**src/rtl/l1_mem_port_arbiter_pkg.sv**
```systemverilog
// Shared definitions for the L1 data/instruction cache memory port arbiter.
package l1_mem_port_arbiter_pkg;

  typedef enum logic [1:0] {
    L_PARAM_IDLE     = 2'd0,
    L_PARAM_GRANT_S0 = 2'd1,
    L_PARAM_GRANT_S1 = 2'd2
  } arb_state_e;

  localparam logic L_OWNER_DATA = 1'b0;
  localparam logic L_OWNER_INST = 1'b1;

endpackage

```
**src/rtl/l1_mem_port_arbiter_tag_fifo.sv**
```systemverilog
// In-order owner-tag FIFO: one bit per accepted beat, head read combinationally.
module l1_mem_port_arbiter_tag_fifo #(
  parameter int P_DEPTH = 16
) (
  input  logic iCLOCK,
  input  logic inRESET,
  input  logic push_i,
  input  logic data_i,
  input  logic pop_i,
  output logic data_o,
  output logic full_o,
  output logic empty_o
);

  localparam int L_AW = $clog2(P_DEPTH);

  logic [L_AW:0]      wptr_q;
  logic [L_AW:0]      rptr_q;
  logic [P_DEPTH-1:0] mem_q;

  always_ff @(posedge iCLOCK or negedge inRESET) begin
    if (!inRESET) begin
      wptr_q <= '0;
      rptr_q <= '0;
    end else begin
      if (push_i) wptr_q <= wptr_q + 1'b1;
      if (pop_i)  rptr_q <= rptr_q + 1'b1;
    end
  end

  // Storage carries no reset; the pointers alone define what is valid.
  always_ff @(posedge iCLOCK) begin
    if (push_i) mem_q[wptr_q[L_AW-1:0]] <= data_i;
  end

  assign data_o  = mem_q[rptr_q[L_AW-1:0]];
  assign empty_o = (wptr_q == rptr_q);
  assign full_o  = (wptr_q[L_AW] != rptr_q[L_AW]) &&
                   (wptr_q[L_AW-1:0] == rptr_q[L_AW-1:0]);

endmodule

```
**src/rtl/l1_mem_port_arbiter.sv**
```systemverilog
// Two-port (D-cache S0 / I-cache S1) arbiter for the shared memory request port.
// Optional perf counters: define L1_MEM_ARB_PERF_COUNTER_EN.
module l1_mem_port_arbiter
  import l1_mem_port_arbiter_pkg::*;
#(
  parameter int P_OUTSTANDING = 16,
  parameter int P_BURST_MAX   = 8
) (
  input  logic        iCLOCK,
  input  logic        inRESET,
  input  logic        iS0_REQ,
  output logic        oS0_LOCK,
  input  logic [1:0]  iS0_ORDER,
  input  logic        iS0_RW,
  input  logic [13:0] iS0_TID,
  input  logic [1:0]  iS0_MMUMOD,
  input  logic [31:0] iS0_PDT,
  input  logic [31:0] iS0_ADDR,
  input  logic [31:0] iS0_DATA,
  output logic        oS0_VALID,
  output logic        oS0_PAGEFAULT,
  output logic [27:0] oS0_MMU_FLAGS,
  output logic [63:0] oS0_DATA,
  input  logic        iS1_REQ,
  output logic        oS1_LOCK,
  input  logic [1:0]  iS1_ORDER,
  input  logic        iS1_RW,
  input  logic [13:0] iS1_TID,
  input  logic [1:0]  iS1_MMUMOD,
  input  logic [31:0] iS1_PDT,
  input  logic [31:0] iS1_ADDR,
  input  logic [31:0] iS1_DATA,
  output logic        oS1_VALID,
  output logic        oS1_PAGEFAULT,
  output logic [27:0] oS1_MMU_FLAGS,
  output logic [63:0] oS1_DATA,
  output logic        oMEM_REQ,
  input  logic        iMEM_LOCK,
  output logic [1:0]  oMEM_ORDER,
  output logic        oMEM_RW,
  output logic [13:0] oMEM_TID,
  output logic [1:0]  oMEM_MMUMOD,
  output logic [31:0] oMEM_PDT,
  output logic [31:0] oMEM_ADDR,
  output logic [31:0] oMEM_DATA,
  input  logic        iMEM_VALID,
  input  logic        iMEM_PAGEFAULT,
  input  logic [27:0] iMEM_MMU_FLAGS,
  input  logic [63:0] iMEM_DATA,
`ifdef L1_MEM_ARB_PERF_COUNTER_EN
  output logic [31:0] oPERF_GRANT_S0,
  output logic [31:0] oPERF_GRANT_S1,
  output logic [31:0] oPERF_CONFLICT,
`endif
  output logic        oERR_ORPHAN
);

  localparam logic [3:0] L_BURST = 4'(P_BURST_MAX);

  arb_state_e state_q, state_d;
  logic       rr_q, rr_d;
  logic [3:0] beat_q, beat_d;
  logic       orphan_q;

  logic       grant0, grant1, own_req, oth_req;
  logic       fifo_full_raw, fifo_empty, fifo_full, fifo_head;
  logic       pop, accept, at_limit;
  logic [3:0] beat_inc;

  assign grant0   = (state_q == L_PARAM_GRANT_S0);
  assign grant1   = (state_q == L_PARAM_GRANT_S1);
  assign own_req  = grant0 ? iS0_REQ : (grant1 ? iS1_REQ : 1'b0);
  assign oth_req  = grant0 ? iS1_REQ : (grant1 ? iS0_REQ : 1'b0);

  // A response popping a full FIFO frees its slot for a beat in the same cycle.
  assign pop       = iMEM_VALID && !fifo_empty;
  assign fifo_full = fifo_full_raw && !pop;

  assign oMEM_REQ = own_req && !fifo_full;
  assign accept   = oMEM_REQ && !iMEM_LOCK;
  assign beat_inc = beat_q + 4'd1;
  assign at_limit = accept && (beat_inc == L_BURST);

  assign oS0_LOCK = !grant0 || iMEM_LOCK || fifo_full;
  assign oS1_LOCK = !grant1 || iMEM_LOCK || fifo_full;

  always_ff @(posedge iCLOCK or negedge inRESET) begin
    if (!inRESET) begin
      state_q  <= L_PARAM_IDLE;
      rr_q     <= 1'b0;
      beat_q   <= '0;
      orphan_q <= 1'b0;
    end else begin
      state_q  <= state_d;
      rr_q     <= rr_d;
      beat_q   <= beat_d;
      if (iMEM_VALID && fifo_empty) orphan_q <= 1'b1;
    end
  end

  always_comb begin
    state_d = state_q;
    rr_d    = rr_q;
    beat_d  = beat_q;
    unique case (state_q)
      L_PARAM_IDLE: begin
        if (iS0_REQ && iS1_REQ) state_d = rr_q ? L_PARAM_GRANT_S1 : L_PARAM_GRANT_S0;
        else if (iS0_REQ)       state_d = L_PARAM_GRANT_S0;
        else if (iS1_REQ)       state_d = L_PARAM_GRANT_S1;
      end
      L_PARAM_GRANT_S0, L_PARAM_GRANT_S1: begin
        if (accept) beat_d = beat_inc;
        if (!own_req || (at_limit && oth_req)) begin
          state_d = !oth_req ? L_PARAM_IDLE :
                    (grant0 ? L_PARAM_GRANT_S1 : L_PARAM_GRANT_S0);
          rr_d    = grant0;
          beat_d  = '0;
        end else if (at_limit) begin
          beat_d  = '0;
        end
      end
      default: state_d = L_PARAM_IDLE;
    endcase
  end

  always_comb begin
    oMEM_ORDER  = '0;
    oMEM_RW     = 1'b0;
    oMEM_TID    = '0;
    oMEM_MMUMOD = '0;
    oMEM_PDT    = '0;
    oMEM_ADDR   = '0;
    oMEM_DATA   = '0;
    if (grant0) begin
      oMEM_ORDER  = iS0_ORDER;
      oMEM_RW     = iS0_RW;
      oMEM_TID    = iS0_TID;
      oMEM_MMUMOD = iS0_MMUMOD;
      oMEM_PDT    = iS0_PDT;
      oMEM_ADDR   = iS0_ADDR;
      oMEM_DATA   = iS0_DATA;
    end else if (grant1) begin
      oMEM_ORDER  = iS1_ORDER;
      oMEM_RW     = iS1_RW;
      oMEM_TID    = iS1_TID;
      oMEM_MMUMOD = iS1_MMUMOD;
      oMEM_PDT    = iS1_PDT;
      oMEM_ADDR   = iS1_ADDR;
      oMEM_DATA   = iS1_DATA;
    end
  end

  l1_mem_port_arbiter_tag_fifo #(.P_DEPTH(P_OUTSTANDING)) u_tag_fifo (
    .iCLOCK  (iCLOCK),
    .inRESET (inRESET),
    .push_i  (accept),
    .data_i  (grant1 ? L_OWNER_INST : L_OWNER_DATA),
    .pop_i   (pop),
    .data_o  (fifo_head),
    .full_o  (fifo_full_raw),
    .empty_o (fifo_empty)
  );

  // Only VALID is steered; response payload is shared by both caches.
  assign oS0_VALID     = pop && (fifo_head == L_OWNER_DATA);
  assign oS1_VALID     = pop && (fifo_head == L_OWNER_INST);
  assign oS0_PAGEFAULT = iMEM_PAGEFAULT;
  assign oS1_PAGEFAULT = iMEM_PAGEFAULT;
  assign oS0_MMU_FLAGS = iMEM_MMU_FLAGS;
  assign oS1_MMU_FLAGS = iMEM_MMU_FLAGS;
  assign oS0_DATA      = iMEM_DATA;
  assign oS1_DATA      = iMEM_DATA;
  assign oERR_ORPHAN   = orphan_q;

`ifdef L1_MEM_ARB_PERF_COUNTER_EN
  logic [31:0] perf_g0_q, perf_g1_q, perf_cf_q;
  logic        conflict;

  assign conflict = (state_q == L_PARAM_IDLE) ? (iS0_REQ && iS1_REQ) : oth_req;

  always_ff @(posedge iCLOCK or negedge inRESET) begin
    if (!inRESET) begin
      perf_g0_q <= '0;
      perf_g1_q <= '0;
      perf_cf_q <= '0;
    end else begin
      if (accept && grant0) perf_g0_q <= perf_g0_q + 32'd1;
      if (accept && grant1) perf_g1_q <= perf_g1_q + 32'd1;
      if (conflict)         perf_cf_q <= perf_cf_q + 32'd1;
    end
  end

  assign oPERF_GRANT_S0 = perf_g0_q;
  assign oPERF_GRANT_S1 = perf_g1_q;
  assign oPERF_CONFLICT = perf_cf_q;
`endif

endmodule

```
**config.mk**
```make
export PLATFORM = sky130hd
export DESIGN_NAME = l1_mem_port_arbiter
export DESIGN_NICKNAME = d
export VERILOG_FILES = /design/src/rtl/l1_mem_port_arbiter_pkg.sv /design/src/rtl/l1_mem_port_arbiter_tag_fifo.sv /design/src/rtl/l1_mem_port_arbiter.sv
export SDC_FILE = /design/constraint.sdc
export NUM_CORES = 1
export LEC_CHECK = 0
export ABC_CLOCK_PERIOD_IN_PS = 2600
export CAP_MARGIN = 0
export CELL_PAD_IN_SITES_DETAIL_PLACEMENT = 1
export CELL_PAD_IN_SITES_GLOBAL_PLACEMENT = 1
export CORE_AREA = 2 2 249 251
export DETAILED_ROUTE_END_ITERATION = 8
export DIE_AREA = 0 0 251 253
export GPL_TIMING_DRIVEN = 0
export PLACE_DENSITY_LB_ADDON = 0.1
export SETUP_SLACK_MARGIN = 0.02
export SYNTH_ARGS = -nofsm -noshare
export SYNTH_HDL_FRONTEND = slang
export SYNTH_SLANG_ARGS = --single-unit
```
**constraint.sdc**
```tcl
create_clock -name iCLOCK -period 2.6 [get_ports iCLOCK]
set_input_delay 0.26 -clock iCLOCK [delete_from_list [all_inputs] [get_ports iCLOCK]]
set_output_delay 0.26 -clock iCLOCK [all_outputs]
set_load 0.05 [all_outputs]
```
* Word level (Yosys, flattened, before mapping)
Index checks and enable logic that the tools add are counted.
** Storage, ports and cells
- Register bits after elaboration :: 34
- Bits in latches :: 0
- Bits in writable memories :: 0
- Bits in read-only memories :: 0
- Input port bits :: 329
- Memories :: 0
** Cells by class
- $add $sub $neg :: 3
- Multiply operators :: 0
- Div/mod/pow operators :: 0
- Magnitude comparators :: 3
- Equal/unequal tests :: 8
- Shifts and indexed selects :: 0
- Multiplexer cells :: 35
- Bitwise gates (word level) :: 1
- Reduce and logical (&&, ||, !) cells :: 30
** Operators with widths (number)
- $mux W32 :: 6
- $mux W14 :: 2
- $mux W2 :: 11
- $bwmux W16 :: 1
- $logic_and A1 B1 Y1 :: 12
- $mux W4 :: 3
- $add A5 B1 Y5 const B :: 2
- $lt A4 B5 Y1 const B :: 2
- $mux W1 :: 9
- $logic_not A1 Y1 :: 7
- $reduce_and A2 Y1 :: 3
- $eq A5 B5 Y1 :: 1
- $logic_or A1 B1 Y1 :: 5
- $add A4 B1 Y4 const B :: 1
- $bmux W1 S4 :: 1
- $demux W1 S4 :: 1
- $eq A4 B4 Y1 :: 1
- $eq A4 B4 Y1 const B :: 1
- $ge A4 B1 Y1 const B :: 1
- $ne A4 B4 Y1 const B :: 1
- $pmux W2 S2 :: 1
- $reduce_bool A3 Y1 :: 1
- $eq A2 B1 Y1 const B :: 1
- $eq A2 B2 Y1 const B :: 1
- 5 further kinds :: 5

* Logic depth before layout (Yosys ltp)
Gate-level depths: netlist of run 1.
- Depth after elaboration :: 13
- Gate-level depth with buffers :: 8

* Hierarchy
From an unflattened synthesis of run 1, not the netlist that was laid out.
** Second synthesis, totals
- Cell total of the unflattened synthesis :: 742
- Area total of the unflattened synthesis :: 4988.5 um^2
** Modules (own cells, without submodules)
- l1_mem_port_arbiter :: instances 1, cells each 645, area an instance 3703.6 um^2
- l1_mem_port_arbiter_tag_fifo :: instances 1, cells each 97, area an instance 1285.0 um^2

* Worst setup path after synthesis of run 1
OpenSTA, ideal clock, no wires.
- Kind :: reg2out
- Start :: register state_q[0]
- End :: output oMEM_ADDR[27]
- Arrival time :: 2.278 ns
- Data required time :: 2.340 ns
- Path slack :: 0.062 ns
- Stages on the path, launching flop included :: 8
- Buffers on the path :: 3
- Path through :: dfrtp_1 inv_1 ha_1 nor2b_1 clkbuf_1 clkbuf_1 buf_1 a22o_1
** Between the ends
- Cells in the longest elaborated chain, start to end :: 3
- Elaborated cells on any way between the ends :: 4
- Those cells by class :: eq/ne: 2; mux: 2
** Ends and longest elaborated chain
- start, declared :: line l1_mem_port_arbiter.sv:60 : arb_state_e state_q, state_d;
- start signal, assigned :: line l1_mem_port_arbiter.sv:94 : state_q <= state_d;
- $eq A2 B2 Y1 :: line l1_mem_port_arbiter.sv:71 : assign grant1 = (state_q == L_PARAM_GRANT_S1);
- named net grant1 :: line l1_mem_port_arbiter.sv:65 : logic grant0, grant1, own_req, oth_req;
- $mux W32 :: line l1_mem_port_arbiter.sv:142 : end else if (grant1) begin
- $mux W32 :: line l1_mem_port_arbiter.sv:134 : if (grant0) begin
- end, declared :: line l1_mem_port_arbiter.sv:44 : output logic [31:0] oMEM_ADDR,
The timed path passes the listed nets, and every way through them passes these cells.

* Worst setup path in the final report of run 1
- Start :: register u_tag_fifo.rptr_q[0]
- End :: output oS1_VALID
** Between the ends
- Cells in the longest elaborated chain, start to end :: 4
- Elaborated cells on any way between the ends :: 6
- Those cells by class :: eq/ne: 1; mux: 2; reduce/logical: 3
** Ends and longest elaborated chain
- start, declared :: line l1_mem_port_arbiter_tag_fifo.sv:18 : logic [L_AW:0] rptr_q;
- start signal, assigned :: line l1_mem_port_arbiter_tag_fifo.sv:27 : if (pop_i) rptr_q <= rptr_q + 1'b1;
- branches (longest 3 deep; another with $bmux W1 S4)
- $logic_and A1 B1 Y1 * :: line l1_mem_port_arbiter.sv:166 : assign oS1_VALID = pop && (fifo_head == L_OWNER_INST);
- end, declared :: line l1_mem_port_arbiter.sv:33 : output logic oS1_VALID,
Mark *: on every way between the ends. The select of a mux whose other input is x is not followed.

==> results of run 1 <==
-- report_power, final --
| group | switching, mW | internal (mW) | total [mW] |
|---|---|---|---|
| logic | 5.34 | 2.66 | 8.00 |
| registers | 0.125 | 0.708 | 0.833 |
| clock network | 0.249 | 0.380 | 0.628 |
| total | 5.72 | 3.75 | 9.46 |
-- final cells by class --
class | instances | share of cell area
repair buffers | 546 | 0.473
multi-input cells | 239 | 0.185
diodes | 1 | 0.000227
clock inverters | 2 | 0.00114
well taps | 790 | 0.0898
clock buffers | 6 | 0.0126
inverters | 8 | 0.00273
plain buffers | 218 | 0.150
flip-flops and latches | 34 | 0.0846
-- cells by family after synthesis --
logic type	share of synthesized area
XOR/XNOR	0.0292
AND/OR/NAND/NOR	0.0747
buffers and inverters	0.351
AO/OA/AOI/OAI	0.274
flip-flops	0.209
multiplexers	0.0312
adder cells (fa/ha/maj)	0.0309
-- what timing repair did --
action / 4_1_cts / 5_1_grt
resized for setup: 555 / 109
setup buffers: 4 / 0
hold buffers: 0 / 0
endpoints found under the setup margin: 141 / 118
pin swaps: 0 / 0
-- per-layer routing --
layer  up-vias  GRT usage  wire length [µm]
met5         -          0                26
met4         4     0.0429              1530
met3        37     0.0467              3930
met2       256      0.273             26400
met1      2797      0.118             13000
li1       2726          -                 -
-- critical path, cell delays in order, from the launching register on --
cell	delay, ns
dfrtp_1	0.37
buf_6	0.17
mux4_2	0.52
mux4_2	0.53
and2_1	0.19
buf_6	0.15
-- worst max-delay path by stage --
stage / startpoint / endpoint / slack [ns] / cells after the start
6_report: u_tag_fifo.rptr_q[0]$_DFFE_PN0P_ / oS1_VALID / 0.13 / 5
5_1_grt: state_q[0]$_DFFE_PN0P_ / oMEM_REQ / 0.01 / 7
4_1_cts: state_q[0]$_DFFE_PN0P_ / oMEM_DATA[1] / 0.006 / 6
3_5_place_dp: state_q[0]$_DFFE_PN0P_ / oMEM_PDT[9] / -2.25 / 8
3_3_place_gp: state_q[0]$_DFFE_PN0P_ / oMEM_PDT[9] / -2.18 / 8
2_1_floorplan: state_q[0]$_DFFE_PN0P_ / oMEM_ADDR[27] / 0.06 / 7
-- cells in the mapped netlist, types with 2 or more instances --
library cell and n:
a22o_1 117, o21ai_0 6, a21oi_1 3, clkbuf_1 20
buf_1 8, nor2b_1 5, nor3_1 4, nand2_1 21
buf_4 189, inv_1 8, xnor2_1 9, nand4_1 4
o22ai_1 3, ha_1 11, and2_1 3, edfxtp_1 16
nand3_1 2, nor2_1 14, a211o_1 3, o21a_1 2
nand2b_1 2, mux4_1 4, xor2_1 4, a21boi_0 2
dfrtp_1 18
-- placed cells by master (no fill, tap or decap), drive strengths merged, types with 9 or more instances in the layout --
| master | n |
|---|---|
| clkbuf | 31 |
| dfrtp | 18 |
| buf | 281 |
| clkdlybuf4s15 | 30 |
| nand2 | 21 |
| xnor2 | 9 |
| a22o | 117 |
| edfxtp | 16 |
| clkdlybuf4s50 | 422 |
| ha | 11 |
| nor2 | 14 |
-- metrics by stage --
step                      hold slack [ns]  instance area, µm²   util  cells  setup WS (ns)
after floorplan                   -0.0356                4460      -    499         0.0618
after global placement              0.458               10900  0.178   1831          -2.18
after detailed placement            0.462               10900  0.178   1831          -2.25
after CTS                           0.476               11100  0.181   1843        0.00586
after global routing                0.507               11000  0.180   1843         0.0121
final                               0.468               11000  0.180   1844          0.134
-- sequential cells by signal, indices dropped and copies added, names as in the netlist --
register           count
u_tag_fifo.rptr_q      5
state_q                2
u_tag_fifo.mem_q      16
oERR_ORPHAN            1
u_tag_fifo.wptr_q      5
beat_q                 4
rr_q                   1
==> out/summary.txt, run 1 <==
HP Start = oERR_ORPHAN$_DFFE_PN0P_
Synth-to-Final Area Change = 147%
worst clock skew = 0.00541 ns
CTS sink count = 34
Worst Reg-to-Reg Cells = 9
Worst VDD drop = 0.000302 V
initial antenna violation count = 2
sequential-to-total area share from yosys stat = 0.209
Yosys cell types = 46
Hold WC Path Type = reg2reg
DP HPWL = 41.0 mm
type of the worst setup path = reg2out
WP data arrival = 2.21 ns
post-route ant nets = 0
register area = 931 µm²
Post-synth EDFFs = 16
final hold viol count = 0
FF+latch count, synth = 34
Reg2Reg Setup Slack = 0.25 ns
top cells by area, synth = buf_4 (32%), a22o_1 (23%), edfxtp_1 (11%), dfrtp_1 (10%), ha_1 (3.1%)
share of cells above drive strength 1 = 0.356
Final Cycle Share = 0.948
die width = 251 µm
root buffer cell = clkbuf_16
Reg-to-Reg End = u_tag_fifo.mem_q[0]$_DFFE_PP_
R2R Path Start = state_q[0]$_DFFE_PN0P_
Syn. warnings = 0
die area = 63500 µm²
largest net degree at the start of global routing = 19
routed len/inst = 24.3 µm
initial core utilization = 0.0730
Clock Latency Late Sink = 0.28 ns
status = completed
Max Freq = 406 MHz
H-Tree Depth = 2
Fill cells = 7193
headroom to the max-slew limit = 0.354
Total Routing Usage GR = 0.133
syn nets = 839
worst slew pin tran = 0.966 ns
TritonCTS clock tree = built
multi-input logic area = 2040 µm²
Worst setup SP type = register
grt total ovfl = 0
final max-slew violation count = 0
Main synth FF type = dfrtp_1
die height = 253 µm
hold path depth = 1
Setup violations, final = 0
RSZ-0062 raised after global routing = false
Core Area = 61000 µm²
cell count after synthesis = 499
first-pass GRT wire length = 56.8 mm
crit path max fanout = 6
top cell type's share of synthesized area = 0.318
Tot Pwr = 9.46 mW
routed vias/inst = 3.16
area leader, netlist = buf_4
1st-pass router iterations = 4
Post-Route Setup TNS = 0 ns
critical path capture point type = output pin
I/O Buffers = 542
vias in the first global route = 6374
power per cell area = 860 nW/µm²
Inserted Clock Buffers = 5
total number of vias = 5820
post-synthesis async set-or-reset flop share = 0.529
CTS clk-pin slew, worst paths = 0.06 ns
Max Cap Viol = 0
Mean Syn Cell Area = 8.93 µm²
Placer Congestion = 0.773
DRC violations left = 0
CTS max path bufs = 2
I/O pins = 636
Iteration-0 DRC Markers = 192
final wirelength = 44.9 mm
Post-Syn Area = 4460 µm²
Leak = 4.59 nW
Nets = 1392
CP Data Required Time = 2.34 ns
# rows = 91
Final min period = 2.47 ns
Hold Path End = oERR_ORPHAN$_DFFE_PN0P_
No activity file was read; power rests on OpenSTA's default activity.
==> run 2: changes to the inputs <==
- PLACE_DENSITY: unset -> 0.51
- PLACE_DENSITY_LB_ADDON: 0.1 -> unset
==> out/summary.txt, run 2 (synthesis results as in run 1) <==
status = completed
root buffer cell = clkbuf_16
Top cell by count, worst path = mux4_2
CTS max path bufs = 2 (unchanged)
# rows = 91 (unchanged)
Hold Path End = oERR_ORPHAN$_DFFE_PN0P_
Hold WC Path Type = reg2reg
Tot Pwr = 9.40 mW (-0.64%)
total number of vias = 5865 (+0.77%)
I/O Buffers = 542 (unchanged)
post-route ant nets = 0 (unchanged)
CTS clk-pin slew, worst paths = 0.06 ns (about the same)
DP HPWL = 30.0 mm (-27%)
Max Cap Viol = 0 (unchanged)
R2R Path Start = state_q[0]$_DFFE_PN0P_
placed cell areas = 10900 µm² (unchanged)
worst-path cell chain = buf_6 -> mux4_2 -> mux4_2 -> and2_1 -> buf_4
Leak = 4.57 nW (-0.57%)
multi-input logic area = 1980 µm² (-2.9%)
largest net degree at the start of global routing = 19 (unchanged)
type of the worst setup path = reg2out
power per cell area = 854 nW/µm² (-0.76%)
CP Data Required Time = 2.34 ns (about the same)
final worst slack = 0.115 ns (-0.0193 ns)
share of cells above drive strength 1 = 0.346 (-0.0104)
initial antenna violation count = 2 (unchanged)
Max Freq = 402 MHz (-0.78%)
Reg-to-Reg End = u_tag_fifo.mem_q[3]$_DFFE_PP_
critical path capture point type = output pin
Setup violations, final = 0 (unchanged)
dpl ws = -2.12 ns (+0.127 ns)
register area = 932 µm² (+0.13%)
routed len/inst = 18.3 µm (-25%)
die area = 63500 µm² (unchanged)
initial core utilization = 0.0730 (unchanged)
I/O pins = 636 (unchanged)
RSZ-0062 raised after global routing = true
max reg flops = 16 (unchanged)
most frequent cells in the layout = clkdlybuf4s50_1 (422), buf_4 (247), a22o_1 (116)
Worst VDD drop = 0.000373 V (+23%)
Total Routing Usage GR = 0.0960 (-0.0367)
Clock Latency Late Sink = 0.28 ns (about the same)
Core Area = 61000 µm² (unchanged)
worst clock skew = 0.00530 ns (-0.000112 ns)
die width = 251 µm (unchanged)
Iteration-0 DRC Markers = 231 (+20%)
Placer Congestion = 0.816 (+5.5%)
Nets = 1392 (unchanged)
Synth-to-Final Area Change = 147%
first-pass GRT wire length = 44.5 mm (-22%)
hold path depth = 1 (unchanged)
crit path max fanout = 7 (+1)
Post-Route Setup TNS = 0 ns (unchanged)
n_diodes = 0 (-1)
H-Tree Depth = 2 (unchanged)
1st-pass router iterations = 4 (unchanged)
final wirelength = 33.7 mm (-25%)
placed cell count = 1831 (unchanged)
vias in the first global route = 6174 (-3.1%)
commonest non-fill, non-tap cell in the layout = clkdlybuf4s50_1
die height = 253 µm (unchanged)
Inserted Clock Buffers = 5 (unchanged)
DRC violations left = 0 (unchanged)
TritonCTS clock tree = built
grt total ovfl = 0 (unchanged)
CTS sink count = 34 (unchanged)
Worst Reg-to-Reg Cells = 9 (unchanged)
final hold viol count = 0 (unchanged)
routed vias/inst = 3.18 (+0.83%)
Finished Layout Cells = 1843 (-0.054%)
Crit-path slowest cell = mux4_2
Final min period = 2.49 ns (+0.0193 ns)
CP Buf/Inv Count = 2 (unchanged)
HP Start = oERR_ORPHAN$_DFFE_PN0P_
Final Cell Area = 11000 µm² (+0.11%)
CP top delay family = multiplexers
final max-slew violation count = 0 (unchanged)
WP data arrival = 2.23 ns (+0.02 ns)
Final Cycle Share = 0.956 (+0.00741)
worst slew pin tran = 0.946 ns (-0.0195 ns)
Worst setup SP type = register
largest stage delay on the critical path = 0.52 ns (about the same)
headroom to the max-slew limit = 0.367 (+0.0130)
Reg2Reg Setup Slack = 0.26 ns (about the same)
Fill cells = 7191 (-0.028%)
run 2: power breakdown:
part	internal, mW	switching (mW)	total (mW)
Sequential	0.709	0.132	0.842
Clock	0.551	0.243	0.795
Combinational	2.66	5.11	7.77
Total	3.92	5.49	9.40
run 2: metrics by stage:
| step | utilization | hold slack [ns] |
|---|---|---|
| 2_1_floorplan | - | -0.0356 |
| 3_3_place_gp | 0.178 | 0.455 |
| 3_5_place_dp | 0.178 | 0.465 |
| 4_1_cts | 0.182 | 0.479 |
| 5_1_grt | 0.180 | 0.510 |
| 6_report | 0.180 | 0.477 |
run 2: how the worst max path moves through the flow:
stage                                to                             start  cells past startpoint  slack [ns]
after floorplan           oMEM_ADDR[27]            state_q[0]$_DFFE_PN0P_                      7        0.06
after global placement     oMEM_PDT[11]            state_q[0]$_DFFE_PN0P_                      8       -2.05
after detailed placement   oMEM_PDT[11]            state_q[0]$_DFFE_PN0P_                      8       -2.12
after CTS                  oMEM_ADDR[3]            state_q[1]$_DFFE_PN0P_                      7        0.01
after global routing        oMEM_TID[4]            state_q[1]$_DFFE_PN0P_                      8     -0.0002
final                         oS1_VALID  u_tag_fifo.rptr_q[0]$_DFFE_PN0P_                      5        0.11
run 2: worst register-to-register path: cells and delay by family, from the launching register on:
kind,cells,cell delay [ns]
AO/OA/AOI/OAI,2,0.60
buffers and inverters,3,0.48
flip-flops,1,0.42
AND/OR/NAND/NOR,3,0.39
adder cells (fa/ha/maj),1,0.16
run 2: per-layer routing:
| layer | track usage | vias to the layer above | share of wire |
|---|---|---|---|
| li1 | - | 2723 | - |
| met2 | 0.176 | 313 | 0.53 |
| met5 | 0 | - | 0.00039 |
| met4 | 0.0245 | 2 | 0.024 |
| met3 | 0.0190 | 25 | 0.065 |
| met1 | 0.113 | 2802 | 0.39 |
run 2: cell type report:
| type | count | share of cell area |
|---|---|---|
| repair buffers | 546 | 0.476 |
| multi-input cells | 239 | 0.180 |
| plain buffers | 218 | 0.150 |
| well taps | 790 | 0.0897 |
| flip-flops and latches | 34 | 0.0846 |
| clock buffers | 5 | 0.0114 |
| clock inverters | 3 | 0.00625 |
| inverters | 8 | 0.00273 |
run 2: what timing repair did:
item	CTS	global route
hold buffers	0	0
pin swaps	0	0
endpoints found under the hold margin	0	0
setup endpoints to repair	141	124
gates resized for setup	580	60
buffers inserted	4	0
